**src/rtl/uart_rx_frame_ctrl_if.sv**
```systemverilog
// Signal bundle between the frame controller, the uart_rx byte receiver and
// the frame consumer. The slave view belongs to uart_rx_frame_ctrl; the
// master view drives it (byte source plus consumer).
interface uart_rx_frame_ctrl_if;
  logic       Rx_Done_Sig;
  logic [7:0] Rx_Data;
  logic       Rx_En_Sig;
  logic       Frame_Ready;
  logic [7:0] Frame_Len;
  logic [7:0] Rd_Addr;
  logic [7:0] Rd_Data;
  logic       Frame_Ack;
  logic       Frame_Err;
  logic [1:0] Err_Code;

  modport slave (
    input  Rx_Done_Sig, Rx_Data, Rd_Addr, Frame_Ack,
    output Rx_En_Sig, Frame_Ready, Frame_Len, Rd_Data, Frame_Err, Err_Code
  );

  modport master (
    output Rx_Done_Sig, Rx_Data, Rd_Addr, Frame_Ack,
    input  Rx_En_Sig, Frame_Ready, Frame_Len, Rd_Data, Frame_Err, Err_Code
  );
endinterface

```
**src/rtl/uart_rx_frame_ctrl.sv**
```systemverilog
// Frame assembler behind uart_rx. Hunts for HDR_BYTE, takes a length byte,
// stores the payload and checks an 8-bit running sum over LEN+payload.
// A good frame is held in the buffer until Frame_Ack; bad length, bad sum or
// an inter-byte stall drops the frame with a one-cycle Frame_Err pulse.
module uart_rx_frame_ctrl #(
  parameter logic [7:0]  HDR_BYTE    = 8'hA5,
  parameter int unsigned MAX_LEN     = 16,
  parameter int unsigned TIMEOUT_CYC = 500000
) (
  input logic                  CLK,
  input logic                  RST_n,
  uart_rx_frame_ctrl_if.slave  bus
);

  localparam int unsigned   AW        = (MAX_LEN > 1) ? $clog2(MAX_LEN) : 1;
  localparam int unsigned   TW        = (TIMEOUT_CYC > 1) ? $clog2(TIMEOUT_CYC) : 1;
  localparam logic [8:0]    MAX_LEN_W = 9'(MAX_LEN);
  localparam logic [TW-1:0] TMO_LAST  = TW'(TIMEOUT_CYC - 1);

  typedef enum logic [2:0] {S_HUNT, S_LEN, S_DATA, S_SUM, S_HOLD} state_t;

  state_t        state_q, state_d;
  logic [7:0]    len_q, len_d;
  logic [7:0]    sum_q, sum_d;
  logic [7:0]    idx_q, idx_d;
  logic [TW-1:0] tmo_q, tmo_d;
  logic [1:0]    code_q, code_d;
  logic          err_q, err_d;
  logic          rx_en_q;
  logic          buf_we;
  logic [7:0]    frame_buf [MAX_LEN];

  // Next-state, datapath updates and error decisions for one received byte
  // or one idle cycle.
  always_comb begin
    // NOTE: every signal gets a default before the case so no path leaves it
    // unassigned, which would otherwise infer a latch.
    state_d = state_q;
    len_d   = len_q;
    sum_d   = sum_q;
    idx_d   = idx_q;
    tmo_d   = tmo_q;
    code_d  = code_q;
    err_d   = 1'b0;
    buf_we  = 1'b0;

    case (state_q)
      S_HUNT: begin
        tmo_d = '0;
        if (bus.Rx_Done_Sig && bus.Rx_Data == HDR_BYTE) state_d = S_LEN;
      end

      S_LEN, S_DATA, S_SUM: begin
        if (bus.Rx_Done_Sig) begin
          // A byte always beats a coincident timeout.
          tmo_d = '0;
          case (state_q)
            S_LEN: begin
              if (bus.Rx_Data != 8'd0 && {1'b0, bus.Rx_Data} <= MAX_LEN_W) begin
                len_d   = bus.Rx_Data;
                sum_d   = bus.Rx_Data;
                idx_d   = 8'd0;
                state_d = S_DATA;
              end else begin
                err_d   = 1'b1;
                code_d  = 2'd1;
                state_d = S_HUNT;
              end
            end
            S_DATA: begin
              buf_we = 1'b1;
              sum_d  = sum_q + bus.Rx_Data;
              idx_d  = idx_q + 8'd1;
              if (idx_q == len_q - 8'd1) state_d = S_SUM;
            end
            default: begin
              if (bus.Rx_Data == sum_q) begin
                state_d = S_HOLD;
              end else begin
                err_d   = 1'b1;
                code_d  = 2'd2;
                state_d = S_HUNT;
              end
            end
          endcase
        end else if (tmo_q == TMO_LAST) begin
          tmo_d   = '0;
          err_d   = 1'b1;
          code_d  = 2'd3;
          state_d = S_HUNT;
        end else begin
          tmo_d = tmo_q + TW'(1);
        end
      end

      S_HOLD: begin
        if (bus.Frame_Ack) state_d = S_HUNT;
      end

      default: state_d = S_HUNT;
    endcase
  end

  // Control and status registers; receiver enable drops for the cycle after
  // each byte and for the whole time a frame is held.
  always_ff @(posedge CLK or negedge RST_n) begin
    // NOTE: state registers use non-blocking assignments so every flop
    // samples values from before this edge, independent of statement order.
    if (!RST_n) begin
      state_q <= S_HUNT;
      len_q   <= 8'd0;
      sum_q   <= 8'd0;
      idx_q   <= 8'd0;
      tmo_q   <= '0;
      code_q  <= 2'd0;
      err_q   <= 1'b0;
      rx_en_q <= 1'b0;
    end else begin
      state_q <= state_d;
      len_q   <= len_d;
      sum_q   <= sum_d;
      idx_q   <= idx_d;
      tmo_q   <= tmo_d;
      code_q  <= code_d;
      err_q   <= err_d;
      rx_en_q <= (state_d != S_HOLD) && !bus.Rx_Done_Sig;
    end
  end

  // Payload store, written one byte per DATA-phase byte.
  always_ff @(posedge CLK) begin
    // NOTE: the buffer has no reset; its contents are only read under
    // Frame_Ready, which keeps it mappable onto plain RAM.
    if (buf_we) frame_buf[idx_q[AW-1:0]] <= bus.Rx_Data;
  end

  // Combinational buffer read; addresses beyond the buffer read as zero.
  always_comb begin
    bus.Rd_Data = 8'h00;
    if ({1'b0, bus.Rd_Addr} < MAX_LEN_W) bus.Rd_Data = frame_buf[bus.Rd_Addr[AW-1:0]];
  end

  assign bus.Rx_En_Sig   = rx_en_q;
  assign bus.Frame_Ready = (state_q == S_HOLD);
  assign bus.Frame_Len   = len_q;
  assign bus.Frame_Err   = err_q;
  assign bus.Err_Code    = code_q;

endmodule

```
**src/flat_wrapper.sv**
```systemverilog
// flat-port wrapper written by rule: the top's interface ports become plain ports
module uart_rx_frame_ctrl_flat 
#(
  parameter logic [7:0]  HDR_BYTE    = 8'hA5,
  parameter int unsigned MAX_LEN     = 16,
  parameter int unsigned TIMEOUT_CYC = 500000
)
  (CLK, RST_n, bus_Rx_Done_Sig, bus_Rx_Data, bus_Rd_Addr, bus_Frame_Ack, bus_Rx_En_Sig, bus_Frame_Ready, bus_Frame_Len, bus_Rd_Data, bus_Frame_Err, bus_Err_Code);
  uart_rx_frame_ctrl_if bus_i ();
  input logic CLK;
  input logic RST_n;
  input wire logic [$bits(bus_i.Rx_Done_Sig)-1:0] bus_Rx_Done_Sig;
  input wire logic [$bits(bus_i.Rx_Data)-1:0] bus_Rx_Data;
  input wire logic [$bits(bus_i.Rd_Addr)-1:0] bus_Rd_Addr;
  input wire logic [$bits(bus_i.Frame_Ack)-1:0] bus_Frame_Ack;
  output wire logic [$bits(bus_i.Rx_En_Sig)-1:0] bus_Rx_En_Sig;
  output wire logic [$bits(bus_i.Frame_Ready)-1:0] bus_Frame_Ready;
  output wire logic [$bits(bus_i.Frame_Len)-1:0] bus_Frame_Len;
  output wire logic [$bits(bus_i.Rd_Data)-1:0] bus_Rd_Data;
  output wire logic [$bits(bus_i.Frame_Err)-1:0] bus_Frame_Err;
  output wire logic [$bits(bus_i.Err_Code)-1:0] bus_Err_Code;
  assign bus_i.Rx_Done_Sig = bus_Rx_Done_Sig;
  assign bus_i.Rx_Data = bus_Rx_Data;
  assign bus_i.Rd_Addr = bus_Rd_Addr;
  assign bus_i.Frame_Ack = bus_Frame_Ack;
  assign bus_Rx_En_Sig = bus_i.Rx_En_Sig;
  assign bus_Frame_Ready = bus_i.Frame_Ready;
  assign bus_Frame_Len = bus_i.Frame_Len;
  assign bus_Rd_Data = bus_i.Rd_Data;
  assign bus_Frame_Err = bus_i.Frame_Err;
  assign bus_Err_Code = bus_i.Err_Code;
  uart_rx_frame_ctrl #(.HDR_BYTE(HDR_BYTE), .MAX_LEN(MAX_LEN), .TIMEOUT_CYC(TIMEOUT_CYC)) u_core (.CLK(CLK), .RST_n(RST_n), .bus(bus_i));
endmodule
```
**config.mk**
```make
export PLATFORM = sky130hd
export DESIGN_NAME = uart_rx_frame_ctrl_flat
export DESIGN_NICKNAME = d
export VERILOG_FILES = /design/src/rtl/uart_rx_frame_ctrl_if.sv /design/src/rtl/uart_rx_frame_ctrl.sv /design/src/flat_wrapper.sv
export SDC_FILE = /design/constraint.sdc
export NUM_CORES = 1
export LEC_CHECK = 0
export CAP_MARGIN = 20
export CORE_ASPECT_RATIO = 1.1
export CORE_MARGIN = 5
export CORE_UTILIZATION = 25
export DETAILED_ROUTE_END_ITERATION = 8
export GPL_TIMING_DRIVEN = 0
export PLACE_DENSITY_LB_ADDON = 0.15
export SETUP_SLACK_MARGIN = 0.02
export SLEW_MARGIN = 20
export SYNTH_ARGS = -nofsm -noshare
export SYNTH_HDL_FRONTEND = slang
export SYNTH_SLANG_ARGS = --single-unit
```
**constraint.sdc**
```tcl
create_clock -name CLK -period 6.3 [get_ports CLK]
set_input_delay 0.945 -clock CLK [delete_from_list [all_inputs] [get_ports CLK]]
set_output_delay 0.945 -clock CLK [all_outputs]
set_load 0.005 [all_outputs]
```
==> results of run 1 <==
## final cells by class
type,count,area (um2)
plain buffers,23,110
flip-flops and latches,178,5090
well taps,420,526
clock inverters,15,179
fillers,3169,22000
inverters,15,56.3
multi-input cells,329,2740
clock buffers,17,425
repair buffers,40,390
## kinds of logic (layout without fill, tap and decap cells)
| kind of cell | count (synthesis) | count (layout) | synth area share |
|---|---|---|---|
| flip-flops | 178 | 178 | 0.638 |
| AND/OR/NAND/NOR | 166 | 166 | 0.107 |
| AO/OA/AOI/OAI | 73 | 73 | 0.0568 |
| multiplexers | 50 | 50 | 0.126 |
| buffers and inverters | 38 | 110 | 0.0208 |
| XOR/XNOR | 26 | 26 | 0.0285 |
| adder cells (fa/ha/maj) | 14 | 14 | 0.0229 |
## power groups by stage
| stage | clock network [mW] | logic (mW) | registers, mW |
|---|---|---|---|
| after floorplan | 0 | 0.243 | 1.35 |
| after global placement | 0 | 0.352 | 1.36 |
| after detailed placement | 0 | 0.362 | 1.36 |
| after CTS | 1.09 | 0.364 | 1.33 |
| after global routing | 1.15 | 0.405 | 1.34 |
| final | 1.06 | 0.356 | 1.33 |
## critical path: stages
cell	delay (ns)
clkdlybuf4s50_1	0.58
buf_1	0.59
mux4_2	0.46
mux4_2	0.50
nor2b_1	0.15
clkdlybuf4s50_1	0.47
## sequential cells by signal, summed over array words and instances (netlist names), 2 cells and up
register              cells
u_core.bus.Err_Code       2
u_core.bus.Frame_Len      8
u_core.frame_buf        128
u_core.idx_q              8
u_core.state_q            3
u_core.sum_q              8
u_core.tmo_q             19
## synthesized netlist by cell type (3+ instances only)
| cell type | n |
|---|---|
| mux4_2 | 40 |
| nor2_1 | 34 |
| a21oi_1 | 8 |
| edfxtp_1 | 128 |
| ha_1 | 13 |
| buf_2 | 7 |
| mux2i_1 | 6 |
| a31oi_1 | 6 |
| nand2_1 | 50 |
| o21ai_1 | 16 |
| and2_1 | 3 |
| clkbuf_1 | 9 |
| nand3_1 | 15 |
| or4_1 | 3 |
| nand4_1 | 6 |
| xor2_1 | 15 |
| nand2b_1 | 3 |
| nor4_1 | 5 |
| and3_1 | 4 |
| nand4b_1 | 3 |
| nor3_1 | 9 |
| xnor2_1 | 11 |
| buf_1 | 5 |
| a21o_1 | 4 |
| o31ai_1 | 6 |
| inv_1 | 15 |
| nor2b_1 | 14 |
| o21ai_0 | 18 |
| dfrtp_1 | 50 |
## stage by stage
step	hold slack, ns	total power [mW]	instances	util	setup slack [ns]
2_1_floorplan	0.446	1.59	545	-	2.78
3_3_place_gp	0.476	1.71	1002	0.282	1.62
3_5_place_dp	0.479	1.72	1005	0.283	1.59
4_1_cts	0.491	2.79	1037	0.302	1.59
5_1_grt	0.516	2.89	1037	0.302	1.49
6_report	0.488	2.75	1037	0.302	1.65
## layer usage
metal / vias to the layer above / GRT usage / wire, um
li1: 2206 / - / -
met1: 2487 / 0.147 / 9120
met2: 78 / 0.184 / 9420
met3: 9 / 0.0263 / 556
met4: 0 / 0.0244 / 113
met5: - / 0 / 0
## worst paths after layout
path / depth (start not counted) / end / slack [ns]
setup / recovery: 6 / bus_Rd_Data[5] / 1.65
max in group asynchronous: 1 / u_core.sum_q[6] / 5.27
setup reg to reg: 5 / u_core.frame_buf[7][2] / 3.82
min in group asynchronous: 1 / u_core.tmo_q[11] / 0.54
hold / removal: 1 / u_core.tmo_q[18] / 0.49
hold reg to reg: 1 / u_core.tmo_q[18] / 0.49
==> metrics.csv, run 1 <==
stage;metric;value;unit
drt;drt drc;0;
power;Seq pwr share;0.484;
min_path;Worst Hold Class;reg -> reg;
cells_and_area;share of cells above drive strength 1;0.162;
place;Post-Place Cell Area;0.00892;mm2
drt;Via density;4.61;
worst_setup_path;Crit Path Category;in -> out;
power;Switch Pwr;0.751;mW
worst_setup_path;CP startpoint;bus_Rd_Addr[2];
worst_setup_path;Critical Path End Type;output pin;
floorplan;chip width;180;um
floorplan;DIE HEIGHT;197;um
drt;wire per inst;18.5;um
clocking;CTS tree;built;
global_route;initial antenna violation count;0;
sta;Final Hold Viols;0;
cells_and_area;synthesis-to-layout area growth;19.3;%
sta;final max-slew violation count;0;
min_path;Worst Hold Launch;u_core.tmo_q[18];
cells_and_area;most common cell after layout, fill and taps aside;edfxtp_1;
status;outcome;finished, final reports clean;
sta;fin crit share;0.738;
global_route;first-pass GRT wire length;30000;um
sta;min Tclk post-route;4.65;ns
cells_and_area;Final #Nets;638;
clocking;Clock Path Buffers;2;
global_route;vias in the first global route;5116;
sta;worst clock skew;0.0146;ns
logic_synthesis;Mapped Cells;545;
power;combinational share of power;0.129;
logic_synthesis;Seq/Total Area, Yosys;0.638;
logic_synthesis;Seq cells post-synth;178;
logic_synthesis;synth warn;0;
power;Peak VDD IR;0.000121;V
sta;max frequency;215;MHz
sta;relative slew slack;0.311;
logic_synthesis;FFs w/ async S/R, synth;0.281;
floorplan;area of the die;0.0356;mm2
logic_synthesis;Synth Cell Area;0.00798;mm2
place;dpl hpwl;13100;um
worst_setup_path;Worst EP arrival;3.71;ns
worst_setup_path;worst path required time;5.35;ns
clocking;clk slew on worst S/H paths;0.07;ns
clocking;Hold Buf Count CTS;0;
power;Sw Ratio;0.273;
floorplan;IO Count;41;
clocking;H-tree Lvls;4;
drt;Iter 0 DRT Violations;196;
clocking;clock sinks;178;
place;Final GP Congestion;0.792;
cells_and_area;final instance area;0.00952;mm2
sta;Final setup viols;0;
logic_synthesis;Most used DFF post-synth;edfxtp_1;
cells_and_area;# diodes;0;
floorplan;core area;0.0315;mm2
clocking;Worst-Skew Late Latency;0.43;ns
drt;Antenna Violating Nets Remaining;0;
power;P_leak;3.33;nW
worst_setup_path;r2r startpoint;u_core.state_q[2];
logic_synthesis;Mean Syn Cell Area;14.6;um2
sta;actual slew at the worst max-slew pin;1.03;ns
worst_setup_path;Worst setup SP type;primary input;
worst_setup_path;crit-path max FO;10;
global_route;all-layer global routing usage;0.110;
floorplan;Initial Utilization;0.254;
global_route;largest net degree at the start of global routing;51;
clocking;Root Driver;clkbuf_16;
power;Pwr per Cell Area;289;mW/mm2
place;number of port buffers;37;
drt;final WL;19200;um
clocking;post-CTS setup buffers;0;
drt;DR pass1 iterations;4;
sta;Final TNS setup;0;ns
floorplan;row cnt;68;
clocking;TritonCTS Buffers;17;
drt;Via Count;4780;
power;P_int;2.00;mW
sta;RSZ-0062 raised after global routing;no;
clocking;CTS resizes;0;
run;max_cap viols;0;
logic_synthesis;top cells by area, synth;edfxtp_1, dfrtp_1, mux4_2, nand2_1, ha_1;
logic_synthesis;post-synth top area cell;edfxtp_1;
cells_and_area;commonest cells after routing, fill and taps aside;edfxtp_1, nand2_1, dfrtp_1, mux4_2, clkdlybuf4s50_1;
logic_synthesis;number of flops mapped to enable cells by yosys;128;
logic_synthesis;Syn Nets;579;
logic_synthesis;area share of the largest cell type after synthesis;0.482;
global_route;total gr overflow;0;
power;Clk network pwr share;0.386;
logic_synthesis;Distinct cells, synth;59;
Power figures use the tool's default switching activity.
==> run 2, diff against run 1 <==
clock period = 4 ns   (was 6.3 ns; I/O delays follow)
==> run 2 against run 1 <==
Clock power rose by 58%. Cell count stayed put. Clock skew hardly changed. Critical path depth stayed put. Hold slack worse by 0.29 ns. Combinational power increased by 58%. Sequential cell count unchanged. Critical path type unchanged. Core utilization hardly changed.
==> metrics.csv, run 2 (synthesis gave the netlist of run 1 again) <==
stage;metric;value;unit;change
sta;fin crit share;0.915;;
worst_setup_path;Worst EP arrival;3.06;ns;was 3.71 ns
worst_setup_path;Critical Path End Type;output pin;;unchanged
status;outcome;finished, final reports clean;;unchanged
clocking;Hold Buf Count CTS;0;;unchanged
sta;final max-slew violation count;0;;unchanged
global_route;initial antenna violation count;0;;unchanged
drt;final WL;19200;um;unchanged
drt;drt drc;0;;unchanged
cells_and_area;Final Util;0.303;;was 0.302
global_route;first-pass GRT wire length;30000;um;unchanged
sta;Final Hold Viols;0;;unchanged
drt;DR pass1 iterations;4;;unchanged
clocking;CTS tree;built;;unchanged
place;Post-Place Cell Area;0.00892;mm2;unchanged
clocking;H-tree Lvls;4;;unchanged
drt;Antenna Violating Nets Remaining;0;;unchanged
sta;RSZ-0062 raised after global routing;no;;unchanged
sta;Final setup viols;0;;unchanged
floorplan;area of the die;0.0356;mm2;unchanged
floorplan;core area;0.0315;mm2;unchanged
worst_setup_path;r2r startpoint;u_core.state_q[2];;unchanged
clocking;Worst-Skew Late Latency;0.43;ns;about the same
cells_and_area;Final #Nets;638;;unchanged
floorplan;Initial Utilization;0.254;;unchanged
cells_and_area;# diodes;0;;unchanged
floorplan;row cnt;68;;unchanged
place;number of port buffers;37;;unchanged
power;Peak VDD IR;0.000191;V;was 0.000121 V
cells_and_area;synthesis-to-layout area growth;19.3;%;about the same
worst_setup_path;Worst setup SP type;primary input;;unchanged
worst_setup_path;crit-path max FO;10;;unchanged
worst_setup_path;CP startpoint;bus_Rd_Addr[2];;unchanged
clocking;clock sinks;178;;unchanged
global_route;all-layer global routing usage;0.110;;unchanged
sta;actual slew at the worst max-slew pin;1.04;ns;was 1.03 ns
global_route;largest net degree at the start of global routing;51;;unchanged
sta;max frequency;273;MHz;
sta;relative slew slack;0.304;;was 0.311
power;Pwr per Cell Area;455;mW/mm2;was 289 mW/mm2
clocking;Clock Path Buffers;2;;unchanged
drt;Via Count;4777;;was 4780
global_route;vias in the first global route;5116;;unchanged
clocking;TritonCTS Buffers;17;;unchanged
clocking;Root Driver;clkbuf_16;;unchanged
min_path;Worst Hold Class;in -> async;;was reg -> reg
run;max_cap viols;0;;unchanged
drt;Iter 0 DRT Violations;196;;unchanged
sta;min Tclk post-route;3.66;ns;
cells_and_area;max reg flops;128;;unchanged
worst_setup_path;worst path required time;3.40;ns;was 5.35 ns
worst_setup_path;CP delay by family, top;buffers and inverters;;unchanged
worst_setup_path;slowest stage delay, CP;0.58;ns;was 0.59 ns
floorplan;IO Count;41;;unchanged
cells_and_area;most common cell after layout, fill and taps aside;edfxtp_1;;unchanged
floorplan;DIE HEIGHT;197;um;unchanged
place;dpl hpwl;13100;um;unchanged
global_route;total gr overflow;0;;unchanged
cells_and_area;final instance area;0.00953;mm2;was 0.00952 mm2
cells_and_area;share of cells above drive strength 1;0.167;;was 0.162
sta;worst clock skew;0.0145;ns;was 0.0146 ns
place;Final GP Congestion;0.792;;unchanged
drt;wire per inst;18.5;um;unchanged
worst_setup_path;Crit Path Category;in -> out;;unchanged
clocking;clk slew on worst S/H paths;0.07;ns;about the same
worst_setup_path;Crit path buffers/inverters;3;;unchanged
drt;Via density;4.61;;about the same
worst_setup_path;CP max stage cell;clkdlybuf4s50_1;;was buf_1
power;P_leak;3.34;nW;was 3.33 nW
floorplan;chip width;180;um;unchanged
worst_setup_path;worst-path cell chain;clkdlybuf4s50_1 -> buf_2 -> mux4_2 -> mux4_2 -> nor2b_1 -> clkdlybuf4s50_1;;was clkdlybuf4s50_1 -> buf_1 -> mux4_2 -> mux4_2 -> nor2b_1 -> clkdlybuf4s50_1
cells_and_area;commonest cells after routing, fill and taps aside;edfxtp_1, nand2_1, dfrtp_1, mux4_2, clkdlybuf4s50_1;;unchanged
[run 2: cell types whose count changed in the layout (fill, tap and decap cells not counted), sizes merged]
cell | previous run | this run
buf | 18 | 16
clkbuf | 26 | 28
[run 2: metal layers]
metal  share of wire  wire [um]  global-route usage
met1            0.47       9070               0.147
met2            0.49       9430               0.184
met3           0.030        584              0.0263
met4          0.0059        113              0.0244
met5               0          0                   0
[run 2: final cells by class]
type | instances | area (um2)
well taps | 420 | 526
clock inverters | 15 | 179
repair buffers | 40 | 390
multi-input cells | 329 | 2740
plain buffers | 23 | 114
fillers | 3169 | 22000
clock buffers | 17 | 425
inverters | 15 | 56.3
flip-flops and latches | 178 | 5090
[run 2: worst paths after layout]
| path | endpoint | slack [ns] | cells after the start |
|---|---|---|---|
| max in group asynchronous | u_core.sum_q[6] | 3.32 | 1 |
| min in group CLK | u_core.tmo_q[18] | 0.49 | 1 |
| worst min-delay path | u_core.tmo_q[11] | 0.19 | 1 |
| worst max-delay path | bus_Rd_Data[5] | 0.34 | 6 |
| worst min register to register | u_core.tmo_q[18] | 0.49 | 1 |
| worst max register to register | u_core.frame_buf[7][2] | 1.50 | 5 |
[run 2: per-stage QoR]
step / cells / power [mW] / setup WS (ns) / hold WS [ns] / TNS, ns
after floorplan: 545 / 2.51 / 1.17 / 0.304 / 0
after global placement: 1002 / 2.69 / 0.00694 / 0.476 / 0
after detailed placement: 1005 / 2.71 / -0.0167 / 0.479 / -0.0167
after CTS: 1037 / 4.40 / 0.0286 / 0.239 / 0
after global routing: 1037 / 4.55 / 0.221 / 0.246 / 0
final: 1037 / 4.33 / 0.339 / 0.193 / 0
[run 2: what timing repair did]
item	4_1_cts	5_1_grt
cloned	0	0
hold endpoints to repair	0	0
setup endpoints to repair	4	8
buffers inserted	0	0
resized for setup	1	2
[run 2: report_power, final]
part	leakage (nW)	switching (mW)	internal, mW
clock	0.295	0.820	0.853
sequential	1.81	0.0489	2.05
combinational	1.24	0.313	0.248
total	3.34	1.18	3.15
==> run 3, diff against run 2 <==
ABC_AREA = 1   (was not set)
CORE_MARGIN = not set   (was 5)
==> run 3 against run 2 <==
Total power shrank 5.4%. First-iteration DRC count grew to 2.6 times the previous value. Clock-buffer cell count is the same. Critical endpoint is now bus_Rd_Data[0]. Non-clock buffer count grew 6. Sequential cell count is the same. Via count grew 34%. Sequential share of layout area shrank 2.8 points. Global-route usage grew 3.9 points. Final area grew 5.5%.
==> metrics.csv, run 3 <==
stage;metric;value;unit;change
drt;Iter 0 DRT Violations;517;;was 196
logic_synthesis;Mapped Cells;892;;was 545
clocking;clock sinks;178;;unchanged
global_route;largest net degree at the start of global routing;51;;unchanged
drt;final WL;24500;um;was 19200 um
global_route;vias in the first global route;6404;;was 5116
sta;RSZ-0062 raised after global routing;no;;unchanged
clocking;Hold Buf Count CTS;0;;unchanged
worst_setup_path;CP max stage cell;clkbuf_1;;was clkdlybuf4s50_1
floorplan;DIE HEIGHT;196;um;was 197 um
cells_and_area;share of cells above drive strength 1;0.0728;;was 0.167
cells_and_area;commonest cells after routing, fill and taps aside;nor2_1, nand2_1, edfxtp_1, o21ai_0, inv_1;;was edfxtp_1, nand2_1, dfrtp_1, mux4_2, clkdlybuf4s50_1
cells_and_area;synthesis-to-layout area growth;17.7;%;was 19.3%
worst_setup_path;r2r startpoint;u_core.state_q[2];;unchanged
logic_synthesis;Syn Nets;926;;was 579
sta;final max-slew violation count;0;;unchanged
logic_synthesis;top cells by area, synth;edfxtp_1, dfrtp_1, nor2_1, nand2_1, o21ai_0;;was edfxtp_1, dfrtp_1, mux4_2, nand2_1, ha_1
logic_synthesis;Mean Syn Cell Area;9.57;um2;was 14.6 um2
clocking;Root Driver;clkbuf_16;;unchanged
logic_synthesis;Distinct cells, synth;36;;was 59
drt;Via Count;6415;;was 4777
clocking;post-CTS setup buffers;0;;unchanged
worst_setup_path;Crit path buffers/inverters;4;;was 3
worst_setup_path;Crit Path Category;in -> out;;unchanged
sta;actual slew at the worst max-slew pin;1.00;ns;was 1.04 ns
worst_setup_path;CP startpoint;bus_Rd_Addr[1];;was bus_Rd_Addr[2]
global_route;initial antenna violation count;0;;unchanged
worst_setup_path;Worst EP arrival;3.14;ns;was 3.06 ns
logic_synthesis;Seq cells post-synth;178;;unchanged
worst_setup_path;Worst path depth;9;;was 6
logic_synthesis;most frequent cell after synthesis;nor2_1;;was edfxtp_1
cells_and_area;most common cell after layout, fill and taps aside;nor2_1;;was edfxtp_1
clocking;Clock Path Buffers;2;;unchanged
logic_synthesis;Synth Cell Area;0.00854;mm2;was 0.00798 mm2
place;number of port buffers;36;;was 37
logic_synthesis;synth warn;0;;unchanged
place;Inst Count DP;1361;;was 1005
drt;drt drc;0;;unchanged
floorplan;row cnt;70;;was 68
worst_setup_path;r2r worst-path depth;5;;unchanged
power;Peak VDD IR;0.000305;V;was 0.000191 V
sta;Final TNS setup;0;ns;unchanged
floorplan;area of the die;0.0349;mm2;was 0.0356 mm2
worst_setup_path;worst path required time;3.40;ns;about the same
clocking;CTS resizes;0;;was 1
cells_and_area;Final #Nets;982;;was 638
cells_and_area;max reg flops;128;;unchanged
run;max_cap viols;0;;unchanged
drt;DR pass1 iterations;5;;was 4
power;Final Power;4.10;mW;was 4.33 mW
logic_synthesis;area share of the largest cell type after synthesis;0.450;;was 0.482
worst_setup_path;worst-path cell chain;clkdlybuf4s50_1 -> buf_2 -> clkbuf_1 -> nor2_1 -> o21ai_0 -> o211ai_1 -> nand3_1 -> a21oi_1 -> clkdlybuf4s50_1;;was clkdlybuf4s50_1 -> buf_2 -> mux4_2 -> mux4_2 -> nor2b_1 -> clkdlybuf4s50_1
logic_synthesis;post-synth top area cell;edfxtp_1;;unchanged
logic_synthesis;Most used DFF post-synth;edfxtp_1;;unchanged
sta;max frequency;267;MHz;was 273 MHz
global_route;all-layer global routing usage;0.149;;was 0.110
clocking;H-tree Lvls;4;;unchanged
min_path;Worst Hold Class;in -> async;;unchanged
cells_and_area;# diodes;0;;unchanged
sta;worst clock skew;0.0116;ns;was 0.0145 ns
global_route;total gr overflow;0;;unchanged
logic_synthesis;top cells by count, synth;nor2_1, nand2_1, edfxtp_1;;was edfxtp_1, dfrtp_1, nand2_1
clocking;clk slew on worst S/H paths;0.07;ns;about the same
place;Post-Place Cell Area;0.00945;mm2;was 0.00892 mm2
sta;fin crit share;0.936;;was 0.915
place;Final GP Congestion;0.844;;was 0.792
drt;wire per inst;17.6;um;was 18.5 um
logic_synthesis;number of flops mapped to enable cells by yosys;128;;unchanged
power;P_leak;3.73;nW;was 3.34 nW
floorplan;IO Count;41;;unchanged
worst_setup_path;slowest stage delay, CP;0.61;ns;was 0.58 ns
floorplan;core area;0.0335;mm2;was 0.0315 mm2
cells_and_area;Final Util;0.300;;was 0.303
floorplan;Initial Utilization;0.255;;was 0.254
place;dpl hpwl;16900;um;was 13100 um
clocking;TritonCTS Buffers;17;;unchanged
worst_setup_path;CP delay by family, top;buffers and inverters;;unchanged
sta;Final Hold Viols;0;;unchanged
drt;Via density;4.61;;about the same
sta;relative slew slack;0.331;;was 0.304
floorplan;chip width;178;um;was 180 um
clocking;CTS tree;built;;unchanged
worst_setup_path;Worst setup SP type;primary input;;unchanged
sta;min Tclk post-route;3.74;ns;was 3.66 ns
status;outcome;finished, final reports clean;;unchanged
logic_synthesis;FFs w/ async S/R, synth;0.281;;unchanged
worst_setup_path;most frequent CP cell;clkdlybuf4s50_1;;
worst_setup_path;crit-path max FO;10;;unchanged
sta;Final setup viols;0;;unchanged
worst_setup_path;Critical Path End Type;output pin;;unchanged
cells_and_area;final instance area;0.0100;mm2;was 0.00953 mm2
power;Pwr per Cell Area;408;mW/mm2;was 455 mW/mm2
global_route;first-pass GRT wire length;38500;um;was 30000 um
cells_and_area;fin cells;1393;;was 1037
drt;Antenna Violating Nets Remaining;0;;unchanged
cells_and_area;# fillers;3527;;was 3169
logic_synthesis;Seq/Total Area, Yosys;0.597;;was 0.638
clocking;Worst-Skew Late Latency;0.44;ns;was 0.43 ns
==> run 3: report_power, final <==
| part | internal (mW) | switching (mW) | total [mW] |
|---|---|---|---|
| Sequential | 2.00 | 0.0229 | 2.03 |
| Combinational | 0.118 | 0.235 | 0.354 |
| Clock | 0.893 | 0.827 | 1.72 |
| Total | 3.01 | 1.08 | 4.10 |
==> run 3: area by class of cell <==
type / count / area, um2 / share of cell area
Multi-Input combinational cell: 603 / 2990 / 0.298
Timing Repair Buffer: 37 / 375 / 0.0374
Buffer: 32 / 149 / 0.0148
Clock inverter: 15 / 169 / 0.0168
Inverter: 79 / 299 / 0.0298
Tap cell: 432 / 541 / 0.0538
Clock buffer: 17 / 425 / 0.0423
Sequential cell: 178 / 5090 / 0.507
==> run 3: final timing paths <==
kind,end,slack (ns)
worst max-delay path,bus_Rd_Data[0],0.26
worst min-delay path,u_core.tmo_q[12],0.12
worst max register to register,u_core.frame_buf[6][1],1.58
worst min register to register,u_core.bus.Err_Code[1],0.48
max in group asynchronous,u_core.idx_q[5],3.63
min in group CLK,u_core.bus.Err_Code[1],0.48
==> run 3: logic make-up after synthesis <==
| family | synth area share |
|---|---|
| xor gates and xnor gates | 0.0154 |
| DFF | 0.597 |
| AOI/OAI and AO/OA | 0.103 |
| and+or+nand+nor | 0.211 |
| buffers and inverters | 0.0525 |
| adders and majority gates | 0.0214 |
==> run 3: through the flow <==
stage | hold WS (ns) | setup slack, ns
after floorplan | 0.304 | 1.84
after global placement | 0.468 | 0.252
after detailed placement | 0.465 | 0.289
after CTS | 0.126 | 0.277
after global routing | 0.136 | 0.0852
final | 0.122 | 0.257
==> run 3: metal layers <==
metal | wire (um) | track usage
met5 | 0 | 0
met4 | 495 | 0.0461
met3 | 989 | 0.0289
met2 | 11400 | 0.239
met1 | 11600 | 0.201
